==> src/rtl/uart_rx_os.sv <==
// uart_rx_os: oversampling UART receiver (8N1 by default).
// A free-running divider produces the oversample tick. A start edge is confirmed at
// the middle of the start bit, and every later bit is sampled one full bit period
// after the previous sample. Bytes are handed to the consumer on a valid/ready
// handshake; framing errors and overruns are reported as one-clock pulses.
module uart_rx_os #(
  parameter int TICK_DIV   = 651,
  parameter int OVERSAMPLE = 16,
  parameter int DATA_BITS  = 8
) (
  input  logic                 clk,
  input  logic                 rst_n,
  input  logic                 rx,
  output logic [DATA_BITS-1:0] rx_data,
  output logic                 rx_valid,
  input  logic                 rx_ready,
  output logic                 frame_err,
  output logic                 overrun
);

  localparam int TW = (TICK_DIV > 1) ? $clog2(TICK_DIV) : 1;
  localparam int SW = $clog2(OVERSAMPLE);
  localparam int BW = $clog2(DATA_BITS);

  localparam logic [TW-1:0] TICK_LAST = TW'(TICK_DIV - 1);
  localparam logic [TW-1:0] TICK_ZERO = {TW{1'b0}};
  localparam logic [TW-1:0] TICK_ONE  = TW'(1);
  localparam logic [SW-1:0] HALF_LAST = SW'(OVERSAMPLE / 2 - 1);
  localparam logic [SW-1:0] FULL_LAST = SW'(OVERSAMPLE - 1);
  localparam logic [SW-1:0] SCNT_ZERO = {SW{1'b0}};
  localparam logic [SW-1:0] SCNT_ONE  = SW'(1);
  localparam logic [BW-1:0] BIT_LAST  = BW'(DATA_BITS - 1);
  localparam logic [BW-1:0] BIT_ZERO  = {BW{1'b0}};
  localparam logic [BW-1:0] BIT_ONE   = BW'(1);

  localparam logic [2:0] S_IDLE  = 3'd0;
  localparam logic [2:0] S_START = 3'd1;
  localparam logic [2:0] S_DATA  = 3'd2;
  localparam logic [2:0] S_STOP  = 3'd3;
  localparam logic [2:0] S_BREAK = 3'd4;

  logic                 rx_meta_r, rx_sync_r, rx_s;
  logic [TW-1:0]        tick_cnt_r;
  logic                 tick_s;
  logic [2:0]           state_r, state_nxt_s;
  logic [SW-1:0]        scnt_r, scnt_nxt_s;
  logic [BW-1:0]        bit_r, bit_nxt_s;
  logic [DATA_BITS-1:0] shift_r, shift_nxt_s;
  logic                 deliver_s, stop_bad_s;
  logic [DATA_BITS-1:0] rx_data_r;
  logic                 rx_valid_r, frame_err_r, overrun_r;

  assign rx_s   = rx_sync_r;
  assign tick_s = (tick_cnt_r == TICK_LAST);

  // Two-flop synchroniser for the asynchronous serial line (idles high).
  always_ff @(posedge clk or negedge rst_n) begin
    if (!rst_n) begin
      rx_meta_r <= 1'b1;
      rx_sync_r <= 1'b1;
    end else begin
      rx_meta_r <= rx;
      rx_sync_r <= rx_meta_r;
    end
  end

  // Free-running oversample divider; never realigned to the start edge.
  always_ff @(posedge clk or negedge rst_n) begin
    if (!rst_n) begin
      tick_cnt_r <= TICK_ZERO;
    end else if (tick_s) begin
      tick_cnt_r <= TICK_ZERO;
    end else begin
      tick_cnt_r <= tick_cnt_r + TICK_ONE;
    end
  end

  // Frame FSM next-state: start confirmation, bit sampling and stop check.
  always_comb begin
    state_nxt_s = state_r;
    scnt_nxt_s  = scnt_r;
    bit_nxt_s   = bit_r;
    shift_nxt_s = shift_r;
    deliver_s   = 1'b0;
    stop_bad_s  = 1'b0;
    case (state_r)
      S_IDLE: begin
        if (!rx_s) begin
          state_nxt_s = S_START;
          scnt_nxt_s  = SCNT_ZERO;
        end else begin
          state_nxt_s = S_IDLE;
        end
      end
      S_START: begin
        if (tick_s && (scnt_r == HALF_LAST)) begin
          scnt_nxt_s  = SCNT_ZERO;
          bit_nxt_s   = BIT_ZERO;
          // A start bit that is high again at its centre was a glitch.
          state_nxt_s = rx_s ? S_IDLE : S_DATA;
        end else if (tick_s) begin
          scnt_nxt_s = scnt_r + SCNT_ONE;
        end else begin
          scnt_nxt_s = scnt_r;
        end
      end
      S_DATA: begin
        if (tick_s && (scnt_r == FULL_LAST)) begin
          scnt_nxt_s  = SCNT_ZERO;
          shift_nxt_s = {rx_s, shift_r[DATA_BITS-1:1]};
          if (bit_r == BIT_LAST) begin
            bit_nxt_s   = BIT_ZERO;
            state_nxt_s = S_STOP;
          end else begin
            bit_nxt_s = bit_r + BIT_ONE;
          end
        end else if (tick_s) begin
          scnt_nxt_s = scnt_r + SCNT_ONE;
        end else begin
          scnt_nxt_s = scnt_r;
        end
      end
      S_STOP: begin
        if (tick_s && (scnt_r == FULL_LAST)) begin
          scnt_nxt_s = SCNT_ZERO;
          if (rx_s) begin
            deliver_s   = 1'b1;
            state_nxt_s = S_IDLE;
          end else begin
            stop_bad_s  = 1'b1;
            state_nxt_s = S_BREAK;
          end
        end else if (tick_s) begin
          scnt_nxt_s = scnt_r + SCNT_ONE;
        end else begin
          scnt_nxt_s = scnt_r;
        end
      end
      S_BREAK: begin
        // A line held low after a bad stop bit must not look like a new start.
        if (rx_s) begin
          state_nxt_s = S_IDLE;
        end else begin
          state_nxt_s = S_BREAK;
        end
      end
      default: begin
        state_nxt_s = S_IDLE;
        scnt_nxt_s  = SCNT_ZERO;
        bit_nxt_s   = BIT_ZERO;
      end
    endcase
  end

  // Frame FSM state, counters and shift register.
  always_ff @(posedge clk or negedge rst_n) begin
    if (!rst_n) begin
      state_r <= S_IDLE;
      scnt_r  <= SCNT_ZERO;
      bit_r   <= BIT_ZERO;
      shift_r <= {DATA_BITS{1'b0}};
    end else begin
      state_r <= state_nxt_s;
      scnt_r  <= scnt_nxt_s;
      bit_r   <= bit_nxt_s;
      shift_r <= shift_nxt_s;
    end
  end

  // Output handshake: load a byte when the slot is free or being freed, else flag overrun.
  always_ff @(posedge clk or negedge rst_n) begin
    if (!rst_n) begin
      rx_data_r   <= {DATA_BITS{1'b0}};
      rx_valid_r  <= 1'b0;
      frame_err_r <= 1'b0;
      overrun_r   <= 1'b0;
    end else begin
      frame_err_r <= stop_bad_s;
      overrun_r   <= deliver_s & rx_valid_r & ~rx_ready;
      if (deliver_s && (!rx_valid_r || rx_ready)) begin
        rx_data_r  <= shift_r;
        rx_valid_r <= 1'b1;
      end else if (rx_valid_r && rx_ready) begin
        rx_valid_r <= 1'b0;
      end else begin
        rx_valid_r <= rx_valid_r;
      end
    end
  end

  assign rx_data   = rx_data_r;
  assign rx_valid  = rx_valid_r;
  assign frame_err = frame_err_r;
  assign overrun   = overrun_r;

endmodule

==> config.mk <==
export PLATFORM = sky130hd
export DESIGN_NAME = uart_rx_os
export DESIGN_NICKNAME = d
export VERILOG_FILES = /design/src/rtl/uart_rx_os.sv
export SDC_FILE = /design/constraint.sdc
export NUM_CORES = 1
export LEC_CHECK = 0
export ABC_AREA = 1
export ABC_CLOCK_PERIOD_IN_PS = 3040
export CORE_MARGIN = 2
export CORE_UTILIZATION = 40
export CTS_CLUSTER_DIAMETER = 60
export CTS_CLUSTER_SIZE = 24
export DETAILED_ROUTE_END_ITERATION = 16
export PLACE_DENSITY = 0.69
export SYNTH_ARGS = -nofsm -noshare
export SYNTH_HDL_FRONTEND = slang
export SYNTH_SLANG_ARGS = --single-unit
==> constraint.sdc <==
create_clock -name clk -period 3.04 [get_ports clk]
set_input_delay 0.608 -clock clk [delete_from_list [all_inputs] [get_ports clk]]
set_output_delay 0.608 -clock clk [all_outputs]
set_load 0.005 [all_outputs]
### Yosys cells after proc, flatten, opt, wreduce, memory -nomap -nowiden

Index checks and enable logic that the tools add are counted.

* flip-flop bits (word level): 41
* input port bits: 4
* output and inout bits: 11
* logic and storage cells: 72

* add/subtract/negate cells: 3
* equality and inequality tests: 13
* muxes and demuxes: 26
* bitwise logic cells: 5
* reduce and logical (&&, ||, !) cells: 14

Operators with widths (count)
* $mux 3: 8
* $mux 4: 4
* $pmux 4 s4: 1
* $pmux 3 s5: 1
* $add 10x1->10 const B: 1
* $eq 10x10->1 const B: 1
* $mux 10: 1
* $ne 2x2->1 const B: 5
* $mux 1: 9
* $pmux 3 s3: 1
* $eq 3x2->1 const B: 2
* $eq 3x3->1 const B: 2
* $add 4x1->4 const B: 1
* $eq 4x3->1 const B: 1
* $eq 4x4->1 const B: 1
* $logic_and 1x1->1: 4
* $reduce_and 2->1: 2
* $reduce_and 4->1: 1
* $add 3x1->3 const B: 1
* $eq 3x1->1 const B: 1
* $logic_not 3->1: 1
* $not 1->1: 3
* $reduce_and 3->1: 1
* $reduce_or 3->1: 1
* other kinds (6): 7

### Longest topological paths before layout

* depth after elaboration: 6
* gate-level depth with buffers: 11
* depth with buffers taken out: 11

### Least setup slack after synthesis

No wires, ideal clock.

* path kind: reg-to-reg
* from: register tick_cnt_r[0]
* to: register shift_r[3]
* library setup time: 118 ps
* arrival: 1473 ps
* required time: 2922 ps
* slack: 1449 ps
* cell stages (with the launch flop): 11
* buffers on the path: 1
* period minus slack after synthesis: 1591 ps
* cell sequence: dfrtp_1 inv_1 ha_1 nand2_1 nor2_2 nand4_4 clkinv_2 nand2_4 buf_6 nand2_1 o21ai_2

* longest elaborated chain between the ends: 3

Ends and longest elaborated chain
* start, declared: line 43 `logic [TW-1:0] tick_cnt_r;`
* start signal, assigned: line 74 `tick_cnt_r <= tick_cnt_r + TICK_ONE;`
* $eq 10x10->1: line 54 `assign tick_s = (tick_cnt_r == TICK_LAST);`
* $logic_and 1x1->1: line 108 `if (tick_s && (scnt_r == FULL_LAST)) begin`
* $reduce_and 2->1 (no line)
* end signal, assigned: line 161 `shift_r <= {DATA_BITS{1'b0}};`
* end signal, assigned: line 166 `shift_r <= shift_nxt_s;`
* end, declared: line 48 `logic [DATA_BITS-1:0] shift_r, shift_nxt_s;`

Every way passes these cells.
A chain may end at the register's enable or synchronous reset.

### Final worst setup path

* from: register tick_cnt_r[0]
* to: register scnt_r[0]

* longest elaborated chain between the ends: 4
* elaborated cells between the ends (all ways): 7
* those cells by class: eq/ne: 1; mux: 4; reduce/logical: 2

Ends and longest elaborated chain
* $eq 10x10->1 *: line 54
* $mux 4, or another cell as far along
* $mux 4 (on tied branches): line 108, 96
* $pmux 4 s4 *: line 86 `case (state_r)`
* end signal, assigned: line 164 `scnt_r <= scnt_nxt_s;`
* end, declared: line 46 `logic [SW-1:0] scnt_r, scnt_nxt_s;`

Every way passes the cells marked *; elsewhere a longest branch is shown, timed or not.

==> flow_metrics.tcl <==
set metrics [dict create \
    path_class "flip-flop to flip-flop" \
    grt_use_total_pct 14.8 \
    synth_compound_area_share_pct 6.60 \
    clk_latency_ps 300 \
    synth_xor_area_share_pct 2.14 \
    synth_top_family_by_area "simple AND/OR/NAND/NOR gates" \
    fp.coreArea_um2 5010 \
    seq_area_um2 1030 \
    finalSetupViolCount 0 \
    synthTopCellsByArea "dfrtp_1 48%, nand2_1 12%, inv_1 5.3%" \
    ys_async_sr_fraction_pct 100 \
    yosys_most_used_dff "dfrtp_1" \
    synth.distinct_cells 29 \
    final.setup.tns_ps 0 \
    syn_avg_cell_area_um2 8.64 \
    drv_slew 0 \
    worstPathCellList "inv_1 -> ha_1 -> nand2_1 -> nor2_2 -> nand3_1 -> nor2_1 -> nand2_1 -> nand2_1 -> inv_1 -> nand2_1 -> inv_1" \
    hpwlAfterDp_mm 2.63 \
    relSlewSlack_pct 40.3 \
    max_freq_ghz 0.555 \
    p_leak_nw 1.24 \
    cts_sinks 41 \
    end_kind "flip-flop" \
    multi_input_area_um2 871 \
    cts-buffers-inserted 5 \
    wl_per_cell_um 11.0 \
    synth_most_common_cell "nand2_1" \
    hp-class "flip-flop to flip-flop" \
    ys_seq_elements 41 \
    period_share_pct 59.2 \
    htree_num_levels 2 \
    tightest_slew_ps 895 \
    diodes 0 \
    drive_gt1_share_pct 12.9 \
    cts_max_path_buffers 2 \
    rows 26 \
    grt_pass1_wl_mm 6.44 \
    met2_usage_pct 23.7 \
    finalCriticalPeriod_ps 1800 \
    final_util_pct 47.2 \
    synth_area_um2 2050 \
    top_usage_layer "met2" \
    cts_root_buffer "clkbuf_8" \
    mappedNetlistNets 246 \
    syn_to_final_growth_pct 15.6 \
    synth_fa_ha_area_share_pct 3.06 \
    fp.dieArea_um2 5710 \
    die_h_um 75.5 \
    outcome "completed" \
    dr.pass1.iters 4 \
    yosysTopAreaCell "dfrtp_1" \
    worst_slack_ps 1240 \
    grt_overflow_total 0 \
    vias 1558 \
    cp.required_ps 3230 \
    maxCapViolCount 0 \
    post_cts_buffers 0 \
    p_per_area_nw_per_um2 426 \
    fin_worst_skew_ps 8.06 \
    holdBufCountCts 0 \
    gp_congestion 0.799 \
    grt_max_degree 42 \
    muxShareOfSynthArea_pct 0 \
    synthSimpleGateAreaFrac_pct 30.7 \
    ys_top_cells_by_count "63 x nand2_1, 39 x dfrtp_1, 29 x inv_1" \
    antenna_found_initial 0 \
    yosys_warnings 0 \
    arrival_ps 1990 \
    nets 264 \
    drtIter0Drc 102 \
    post-place-ws_ps 1210 \
    die_w_um 75.5 \
    cts_tree "yes" \
    synth_top_area_share_pct 47.7 \
    ios 15 \
    ir_drop_v 0.000156 \
    path_max_fanout 7 \
    ys_seq_area_share_pct 50.2 \
    routed_wl_mm 3.60 \
    ant_nets 0 \
    vias_per_cell 4.78 \
    grt_util_met3_pct 3.97 \
    cts_resized 0 \
    synth-edff-count 0 \
    critPathMostFrequentCell "nand2_1" \
    startpoint_type "flip-flop" \
    rsz0062_at_grt "no" \
    finalHoldViolCount 0 \
    grt_pass1_vias 1454 \
    drc 0 \
    clkTransAtPathRegs_ps 80 \
    nFillCells 519 \
    critPathMaxStageDelay_ps 450 \
    syn_inst 237 \
    start_util_pct 40.9 \
    port_buffers 14 \
    grtUsageMet1_pct 19.3 \
    slowest_stage "dfrtp_1" \
]
[final cells by class]
type	instances	area share, %
Sequential cell	41	43.5
Multi-Input combinational cell	159	36.8
Timing Repair Buffer	14	5.71
Inverter	34	5.45
Tap cell	70	3.70
Clock buffer	5	2.91
Clock inverter	3	1.96
[sequential cells by signal, indices dropped and copies added, names as in the netlist]
signal and flops:
rx_data 8, rx_s 1, state_r 3, scnt_r 4, rx_meta_r 1, shift_r 8
frame_err 1, overrun 1, rx_valid 1, bit_r 3, tick_cnt_r 10
[per-stage QoR]
stage	hold slack [ps]	total power, mW	cells	area (um^2)
6_report	359	1.01	326	2370
5_1_grt	366	1.05	326	2370
4_1_cts	361	1.03	326	2370
3_5_place_dp	348	0.577	318	2250
3_3_place_gp	349	0.577	318	2250
2_1_floorplan	312	0.563	237	2050
[cells in the final DEF (no fill, tap or decap), types with 2 or more instances in the layout]
cell type,n
a21oi_1,6
a21oi_2,3
clkbuf_8,5
clkdlybuf4s50_1,13
dfrtp_1,39
dfstp_2,2
ha_1,5
inv_1,29
inv_2,4
nand2_1,63
nand3_1,14
nand4_1,16
nor2_1,21
nor2_2,3
nor2_4,2
nor3_1,4
o21ai_0,4
o21ai_2,4
xor2_1,5
[where the power goes]
group / leakage, nW / switching [mW] / internal [mW]
clock: 0.0543 / 0.196 / 0.246
combinational: 0.640 / 0.0118 / 0.00336
sequential: 0.546 / 0.00299 / 0.547
total: 1.24 / 0.211 / 0.796
[worst paths after layout]
| check | from | to | slack [ps] | cells past startpoint |
|---|---|---|---|---|
| setup reg to reg | tick_cnt_r[0]$_DFF_PN0_ | scnt_r[0]$_DFFE_PN0P_ | 1240 | 11 |
| min in group asynchronous | rst_n | rx_data[5]$_DFFE_PN0P_ | 430 | 1 |
| max in group asynchronous | rst_n | tick_cnt_r[2]$_DFF_PN0_ | 2040 | 1 |
| hold / removal | rx_meta_r$_DFF_PN1_ | rx_s$_DFF_PN1_ | 360 | 0 |
| setup / recovery | tick_cnt_r[0]$_DFF_PN0_ | scnt_r[0]$_DFFE_PN0P_ | 1240 | 11 |
| hold reg to reg | rx_meta_r$_DFF_PN1_ | rx_s$_DFF_PN1_ | 360 | 0 |
[cell families after synthesis]
family / Yosys count
xor+xnor: 5
buf+inv: 37
flops: 41
simple gates: 129
compound gates: 20
fa+ha+maj: 5
[metal layers]
metal / part of all wire [%] / vias up
met5: 0 / -
met4: 1.9 / 0
met3: 2.7 / 6
met2: 47 / 19
met1: 48 / 734
li1: - / 799
[worst max-delay path, delay by kind of cell, from the launching register on]
family	cells	cell delay (ps)
adders and majority gates	1	140
buffers and inverters	3	160
DFF	1	450
and+or+nand+nor	7	950
Power figures use the tool's default switching activity.
